<file path="src/rtl/fp_div_if.sv">
// Handshake/operand bundle for the fp_div iterative divider.
// Optional o_flags exists only when FP_DIV_FLAGS_EN is defined.
interface fp_div_if #(
    parameter int D_LEN = 32
);
    logic             i_start;
    logic [D_LEN-1:0] i_a;
    logic [D_LEN-1:0] i_b;
    logic [1:0]       i_round_mode;
    logic [D_LEN-1:0] o_result;
    logic             o_done;
    logic             o_busy;
`ifdef FP_DIV_FLAGS_EN
    logic [4:0]       o_flags;

    modport master (
        output i_start, i_a, i_b, i_round_mode,
        input  o_result, o_done, o_busy, o_flags
    );
    modport slave (
        input  i_start, i_a, i_b, i_round_mode,
        output o_result, o_done, o_busy, o_flags
    );
`else
    modport master (
        output i_start, i_a, i_b, i_round_mode,
        input  o_result, o_done, o_busy
    );
    modport slave (
        input  i_start, i_a, i_b, i_round_mode,
        output o_result, o_done, o_busy
    );
`endif
endinterface

</file>
<file path="src/rtl/fp_div.sv">
// Iterative IEEE-754 single-precision divider: restoring division, one quotient bit per cycle,
// FTZ/DAZ. Define FP_DIV_FLAGS_EN to add o_flags = {invalid, div_by_zero, overflow, underflow, inexact}.
module fp_div #(
    parameter int D_LEN  = 32,
    parameter int Q_BITS = 27
) (
    input logic     clk,
    input logic     rst_n,
    fp_div_if.slave bus
);
    typedef enum logic [2:0] {StIdle, StUnpack, StDivide, StNorm, StRound, StDone} state_e;

    state_e             r_state;
    logic [D_LEN-1:0]   r_a, r_b, r_result;
    logic [1:0]         r_rm;
    logic               r_sign, r_done, r_busy;
    logic signed [9:0]  r_e;
    logic [23:0]        r_mb;
    logic [24:0]        r_rem;
    logic [26:0]        r_q;
    logic [4:0]         r_cnt;
    logic [22:0]        r_man;
    logic               r_g, r_r, r_s;

    logic [7:0]         w_ea, w_eb;
    logic [22:0]        w_fa, w_fb;
    logic               w_a_zero, w_a_inf, w_a_nan, w_b_zero, w_b_inf, w_b_nan, w_sign;
    logic               w_special;
    logic [D_LEN-1:0]   w_spec_res, w_round_res;
    logic               w_ge, w_inc, w_grs, w_ovf, w_unf;
    logic [23:0]        w_diff, w_man_sum;
    logic signed [9:0]  w_e_rnd;

    assign w_ea     = r_a[30:23];
    assign w_eb     = r_b[30:23];
    assign w_fa     = r_a[22:0];
    assign w_fb     = r_b[22:0];
    assign w_sign   = r_a[31] ^ r_b[31];
    assign w_a_zero = (w_ea == 8'h00);
    assign w_b_zero = (w_eb == 8'h00);
    assign w_a_inf  = (w_ea == 8'hFF) && (w_fa == 23'd0);
    assign w_b_inf  = (w_eb == 8'hFF) && (w_fb == 23'd0);
    assign w_a_nan  = (w_ea == 8'hFF) && (w_fa != 23'd0);
    assign w_b_nan  = (w_eb == 8'hFF) && (w_fb != 23'd0);

`ifdef FP_DIV_FLAGS_EN
    logic [4:0] r_flags;
    logic       w_invalid, w_dbz;
    assign bus.o_flags = r_flags;
`endif

    always_comb begin
        w_special  = 1'b1;
        w_spec_res = '0;
`ifdef FP_DIV_FLAGS_EN
        w_invalid  = 1'b0;
        w_dbz      = 1'b0;
`endif
        if (w_a_nan) begin
            w_spec_res = r_a | 32'h0040_0000;
`ifdef FP_DIV_FLAGS_EN
            w_invalid  = 1'b1;
`endif
        end else if (w_b_nan) begin
            w_spec_res = r_b | 32'h0040_0000;
`ifdef FP_DIV_FLAGS_EN
            w_invalid  = 1'b1;
`endif
        end else if ((w_a_inf && w_b_inf) || (w_a_zero && w_b_zero)) begin
            w_spec_res = {w_sign, 8'hFF, 23'h40_0000};
`ifdef FP_DIV_FLAGS_EN
            w_invalid  = 1'b1;
`endif
        end else if (w_a_inf) begin
            w_spec_res = {w_sign, 8'hFF, 23'd0};
        end else if (w_b_zero) begin
            w_spec_res = {w_sign, 8'hFF, 23'd0};
`ifdef FP_DIV_FLAGS_EN
            w_dbz      = 1'b1;
`endif
        end else if (w_a_zero || w_b_inf) begin
            w_spec_res = {w_sign, 31'd0};
        end else begin
            w_special  = 1'b0;
        end
    end

    // After a successful subtract the remainder is below Mb, so 24 bits hold it.
    assign w_ge   = (r_rem >= {1'b0, r_mb});
    assign w_diff = r_rem[23:0] - r_mb;

    assign w_grs = r_g | r_r | r_s;
    always_comb begin
        w_inc = 1'b0;
        unique case (r_rm)
            2'b00: w_inc = r_g & (r_r | r_s | r_man[0]);
            2'b01: w_inc = 1'b0;
            2'b10: w_inc = ~r_sign & w_grs;
            2'b11: w_inc = r_sign & w_grs;
        endcase
    end

    // Mantissa carry-out leaves the fraction all-zero, so only the exponent needs bumping.
    assign w_man_sum = {1'b0, r_man} + {23'd0, w_inc};
    assign w_e_rnd   = r_e + $signed({9'd0, w_man_sum[23]});
    assign w_ovf     = (w_e_rnd >= 10'sd255);
    assign w_unf     = (w_e_rnd <= 10'sd0);

    always_comb begin
        if (w_ovf)      w_round_res = {r_sign, 8'hFF, 23'd0};
        else if (w_unf) w_round_res = {r_sign, 31'd0};
        else            w_round_res = {r_sign, w_e_rnd[7:0], w_man_sum[22:0]};
    end

    always_ff @(posedge clk or negedge rst_n) begin
        if (!rst_n) begin
            r_state  <= StIdle;
            r_a      <= '0;
            r_b      <= '0;
            r_rm     <= '0;
            r_result <= '0;
            r_sign   <= 1'b0;
            r_done   <= 1'b0;
            r_busy   <= 1'b0;
            r_e      <= '0;
            r_mb     <= '0;
            r_rem    <= '0;
            r_q      <= '0;
            r_cnt    <= '0;
            r_man    <= '0;
            r_g      <= 1'b0;
            r_r      <= 1'b0;
            r_s      <= 1'b0;
`ifdef FP_DIV_FLAGS_EN
            r_flags  <= '0;
`endif
        end else begin
            unique case (r_state)
                StIdle, StDone: begin
                    r_done <= 1'b0;
                    if (bus.i_start) begin
                        r_a     <= bus.i_a;
                        r_b     <= bus.i_b;
                        r_rm    <= bus.i_round_mode;
                        r_busy  <= 1'b1;
                        r_state <= StUnpack;
                    end else begin
                        r_state <= StIdle;
                    end
                end
                StUnpack: begin
                    r_sign <= w_sign;
                    if (w_special) begin
                        r_result <= w_spec_res;
                        r_done   <= 1'b1;
                        r_busy   <= 1'b0;
`ifdef FP_DIV_FLAGS_EN
                        r_flags  <= {w_invalid, w_dbz, 3'b000};
`endif
                        r_state  <= StDone;
                    end else begin
                        r_e     <= $signed({2'b00, w_ea} - {2'b00, w_eb} + 10'd127);
                        r_rem   <= {2'b01, w_fa};
                        r_mb    <= {1'b1, w_fb};
                        r_q     <= '0;
                        r_cnt   <= '0;
                        r_state <= StDivide;
                    end
                end
                StDivide: begin
                    r_q   <= {r_q[25:0], w_ge};
                    r_rem <= w_ge ? {w_diff, 1'b0} : {r_rem[23:0], 1'b0};
                    r_cnt <= r_cnt + 5'd1;
                    if (r_cnt == 5'(Q_BITS - 1)) r_state <= StNorm;
                end
                StNorm: begin
                    if (r_q[26]) begin
                        r_man <= r_q[25:3];
                        r_g   <= r_q[2];
                        r_r   <= r_q[1];
                        r_s   <= r_q[0] | (r_rem != 25'd0);
                    end else begin
                        r_e   <= r_e - 10'sd1;
                        r_man <= r_q[24:2];
                        r_g   <= r_q[1];
                        r_r   <= r_q[0];
                        r_s   <= (r_rem != 25'd0);
                    end
                    r_state <= StRound;
                end
                StRound: begin
                    r_result <= w_round_res;
                    r_done   <= 1'b1;
                    r_busy   <= 1'b0;
`ifdef FP_DIV_FLAGS_EN
                    r_flags  <= {2'b00, w_ovf, w_unf & ~w_ovf, w_grs | w_ovf | w_unf};
`endif
                    r_state  <= StDone;
                end
                default: r_state <= StIdle;
            endcase
        end
    end

    assign bus.o_result = r_result;
    assign bus.o_done   = r_done;
    assign bus.o_busy   = r_busy;

endmodule

</file>
<file path="src/flat_wrapper.sv">
// flat-port wrapper written by rule: the top's interface ports become plain ports
module fp_div_flat 
#(
    parameter int D_LEN  = 32,
    parameter int Q_BITS = 27
)
  (clk, rst_n, bus_i_start, bus_i_a, bus_i_b, bus_i_round_mode, bus_o_result, bus_o_done, bus_o_busy);
  fp_div_if #(.D_LEN(D_LEN)) bus_i ();
  input logic clk;
  input logic rst_n;
  input wire logic [$bits(bus_i.i_start)-1:0] bus_i_start;
  input wire logic [$bits(bus_i.i_a)-1:0] bus_i_a;
  input wire logic [$bits(bus_i.i_b)-1:0] bus_i_b;
  input wire logic [$bits(bus_i.i_round_mode)-1:0] bus_i_round_mode;
  output wire logic [$bits(bus_i.o_result)-1:0] bus_o_result;
  output wire logic [$bits(bus_i.o_done)-1:0] bus_o_done;
  output wire logic [$bits(bus_i.o_busy)-1:0] bus_o_busy;
  assign bus_i.i_start = bus_i_start;
  assign bus_i.i_a = bus_i_a;
  assign bus_i.i_b = bus_i_b;
  assign bus_i.i_round_mode = bus_i_round_mode;
  assign bus_o_result = bus_i.o_result;
  assign bus_o_done = bus_i.o_done;
  assign bus_o_busy = bus_i.o_busy;
  fp_div #(.D_LEN(D_LEN), .Q_BITS(Q_BITS)) u_core (.clk(clk), .rst_n(rst_n), .bus(bus_i));
endmodule
</file>
<file path="config.mk">
export PLATFORM = sky130hd
export DESIGN_NAME = fp_div_flat
export DESIGN_NICKNAME = d
export VERILOG_FILES = /design/src/rtl/fp_div_if.sv /design/src/rtl/fp_div.sv /design/src/flat_wrapper.sv
export SDC_FILE = /design/constraint.sdc
export NUM_CORES = 1
export LEC_CHECK = 0
export BUFFER_PORTS_ARGS = -buffer_cell sky130_fd_sc_hd__buf_2
export CAP_MARGIN = 40
export CORE_MARGIN = 1
export CORE_UTILIZATION = 65
export DETAILED_ROUTE_END_ITERATION = 16
export GPL_TIMING_DRIVEN = 0
export PLACE_DENSITY = 0.86
export SLEW_MARGIN = 40
export SYNTH_ARGS = -nofsm -noshare
export SYNTH_HDL_FRONTEND = slang
export SYNTH_SLANG_ARGS = --single-unit
</file>
<file path="constraint.sdc">
create_clock -name clk -period 6.9 [get_ports clk]
set_input_delay 0.69 -clock clk [delete_from_list [all_inputs] [get_ports clk]]
set_output_delay 0.69 -clock clk [all_outputs]
set_load 0.03 [all_outputs]
</file>
==> qor.csv <==
metric,value,unit
endpoints failing setup,0,
fin util,0.760,
routed via count,11400,
minimum clock period,5.08,ns
Layout Cells excl Fill,1728,
"Hold Vio Cnt, Final",0,
largest net degree at the start of global routing,77,
#FFs+latches synth,221,
Crit path max-delay family,simple AND/OR/NAND/NOR gates,
status,"finished, final reports clean",
DR pass1 iterations,6,
first-pass GRT wire length,59000,um
WP buf/inv,1,
num rows,50,
Crit Path Class,reg2reg,
Hold Crit Class,in2reg,
crit path cell chain,nor2b_1 > mux2i_1 > o21ai_0 > a21oi_1 > ha_1 > nand3_1 > nor3_1 > and3_1 > and3_1 > ha_1 > ha_1 > nand3_1 > nor2_1 > a31oi_1 > a211o_1 > nand4_1 > clkbuf_1 > o221ai_1,
Main synth FF type,dfrtp_1,
DRT iter0 DRCs,1446,
warnings from Yosys,0,
"Slowest-stage cell, CP",clkbuf_1,
Max IR drop VDD,0.000240,V
per-cell routed wire length,21.7,um
chip width,140,um
Final Power,0.00786,W
RSZ-0062 raised after global routing,false,
later-pin clock latency in the skew report,0.53,ns
Final Skew,0.0109,ns
RePlAce Congestion,0.965,
die area,19700,sq um
fraction of layout cells with a size suffix above 1,0.161,
Crit path largest cell delay,0.43,ns
number of clock sinks,221,
max_slew headroom,0.428,
vias in the first global route,10900,
Die Height,140,um
Filler cells,1245,
R2R Setup Slk,1.82,ns
DRC errors left,0,
pwr dens,553,nW/um^2
worst path required time,7.26,ns
Max-cap violations,0,
sequential element share of the synthesized area,0.445,
Cell variety after synth,70,
CTS tree,done,
Floorplan Core Area,18700,sq um
initial antenna violation count,0,
H-tree level count,1,
Leakage,6.45,nW
CP Launch Type,register,
Ant. Diodes,0,
Worst Tran Pin Value,0.858,ns
Initial Util,0.665,
total track usage,0.388,
"Arr. time, crit path",5.45,ns
"critical path fanouts, max",10,
Routed Antenna Nets,0,
fmax,197,MHz
area delta synth->final,14.3,%
CTS Buffer Depth,3,
Syn Nets,1456,
Post-Place Cells,1684,
I/O pin count,103,
NumNets Final,1588,
Inserted Clock Buffers,24,
DRT Wirelength,37500,um
crit end category,register,
Post-synth ARST share,1.00,
synthesized area per cell,9.25,sq um
synthesized instance count,1345,
DR vias/cell,6.61,
area of the mapped netlist,12400,sq um
setup TNS,0,ns
GRT overflow,0,
Post-CTS Setup Bufs,0,
Crit path top cell by count,ha_1,
CTS root buffer,clkbuf_16,
"Reg clk slew, reported paths",0.06,ns
Post-synth EDFFs,0,
Max Slew Vio Count,0,
final worst path period share,0.737,
Final HPWL DP,27400,um
port buffer count,102,
[timing repair]
item	4_1_cts	5_1_grt
resized for setup	0	0
hold endpoints to repair	15	0
hold buffers	1	0
[path summary, 6_finish.rpt]
path,startpoint,to,cells after the start
worst max-delay path,u_core.r_rm[1]$_DFFE_PN0P_,u_core.bus.o_result[12]$_DFFE_PN0P_,18
worst min-delay path,bus_i_b[25],u_core.r_b[25]$_DFFE_PN0P_,3
worst max register to register,u_core.r_rm[1]$_DFFE_PN0P_,u_core.bus.o_result[12]$_DFFE_PN0P_,18
worst min register to register,u_core.r_mb[23]$_DFFE_PN0P_,u_core.r_mb[23]$_DFFE_PN0P_,2
max in group asynchronous,rst_n,u_core.r_q[18]$_DFFE_PN0P_,4
min in group asynchronous,rst_n,u_core.r_mb[14]$_DFFE_PN0P_,2
[placed cells by master, fill, tap and decap left out, drive strengths merged, types with 5 or more instances in the layout]
| master | instances |
|---|---|
| a211oi | 11 |
| a21o | 16 |
| a21oi | 47 |
| a221o | 6 |
| a31oi | 10 |
| and2 | 5 |
| and3 | 15 |
| buf | 129 |
| clkbuf | 87 |
| dfrtp | 221 |
| ha | 40 |
| inv | 52 |
| mux2 | 58 |
| mux2i | 59 |
| nand2 | 265 |
| nand2b | 9 |
| nand3 | 38 |
| nand4 | 16 |
| nor2 | 53 |
| nor2b | 7 |
| nor3 | 17 |
| nor4 | 16 |
| o211ai | 6 |
| o21a | 8 |
| o21ai | 135 |
| o21bai | 7 |
| o221ai | 25 |
| o22ai | 8 |
| o31ai | 10 |
| or3 | 6 |
| or4 | 5 |
| xnor2 | 29 |
| xor2 | 33 |
[synthesized netlist by cell type (15+ instances only)]
cell type,n,share of area
xnor2_1,29,0.020
dfrtp_1,221,0.44
o21ai_0,125,0.050
nor4_1,16,0.0080
mux2i_1,59,0.047
and3_1,15,0.0075
xor2_1,33,0.023
buf_2,15,0.0060
mux2_2,58,0.053
a21oi_1,46,0.019
nor2_1,53,0.016
nand3_1,38,0.015
o221ai_1,25,0.018
inv_1,52,0.016
nor3_1,16,0.0064
a21o_1,16,0.0097
nand2_1,264,0.080
nand4_1,16,0.0080
ha_1,40,0.040
clkbuf_1,47,0.014
[power by group]
part	switching, W	total (W)	internal, W
combinational	0.00250	0.00412	0.00162
clock	0.000532	0.00140	0.000866
sequential	0.000554	0.00234	0.00179
[metal layers]
metal | share of wire | vias to the layer above | global-route usage
li1 | - | 5040 | -
met1 | 0.38 | 5466 | 0.510
met2 | 0.45 | 728 | 0.610
met3 | 0.10 | 189 | 0.0752
met4 | 0.061 | 0 | 0.216
met5 | 0 | - | 0
[final cells by class]
cell class	count	area, sq um	share of cell area
inverters	52	195	0.0137
clock inverters	6	105	0.00740
multi-input cells	998	6390	0.449
clock buffers	37	761	0.0535
flip-flops and latches	221	5530	0.389
plain buffers	74	328	0.0231
repair buffers	106	613	0.0431
well taps	234	293	0.0206
[stage by stage]
stage | hold WS, ns | setup slack [ns] | cell area [sq um]
6_report | 0.371 | 1.82 | 14200
5_1_grt | 0.387 | 1.46 | 14200
4_1_cts | 0.363 | 2.00 | 14200
3_5_place_dp | 0.468 | 2.05 | 13300
3_3_place_gp | 0.434 | 1.41 | 13200
2_1_floorplan | 0.394 | 3.17 | 12400
[worst register-to-register path, stage by stage (launching register included)]
cell      delay, ns
dfrtp_1        0.41
nor2b_1        0.14
mux2i_1        0.11
o21ai_0        0.09
a21oi_1        0.13
ha_1           0.24
nand3_1        0.19
nor3_1         0.42
and3_1         0.33
and3_1         0.33
ha_1           0.27
ha_1           0.30
nand3_1        0.18
nor2_1         0.35
a31oi_1        0.16
a211o_1        0.29
nand4_1        0.33
clkbuf_1       0.43
o221ai_1       0.21
[kinds of logic after synthesis]
kind of cell | share of synthesized area
fa+ha+maj | 0.0435
xor+xnor | 0.0437
buf+inv | 0.0419
mux | 0.100
flops | 0.445
simple gates | 0.167
compound gates | 0.159
[state kept, by name (all words and copies together), names as in the netlist, 2 cells and up]
register / flops
u_core.bus.o_result: 32
u_core.r_a: 32
u_core.r_b: 32
u_core.r_q: 27
u_core.r_rem: 25
u_core.r_mb: 24
u_core.r_man: 23
u_core.r_e: 10
u_core.r_cnt: 5
u_core.r_state: 3
u_core.r_rm: 2
Note: power is estimated with default switching activity, not from simulation.
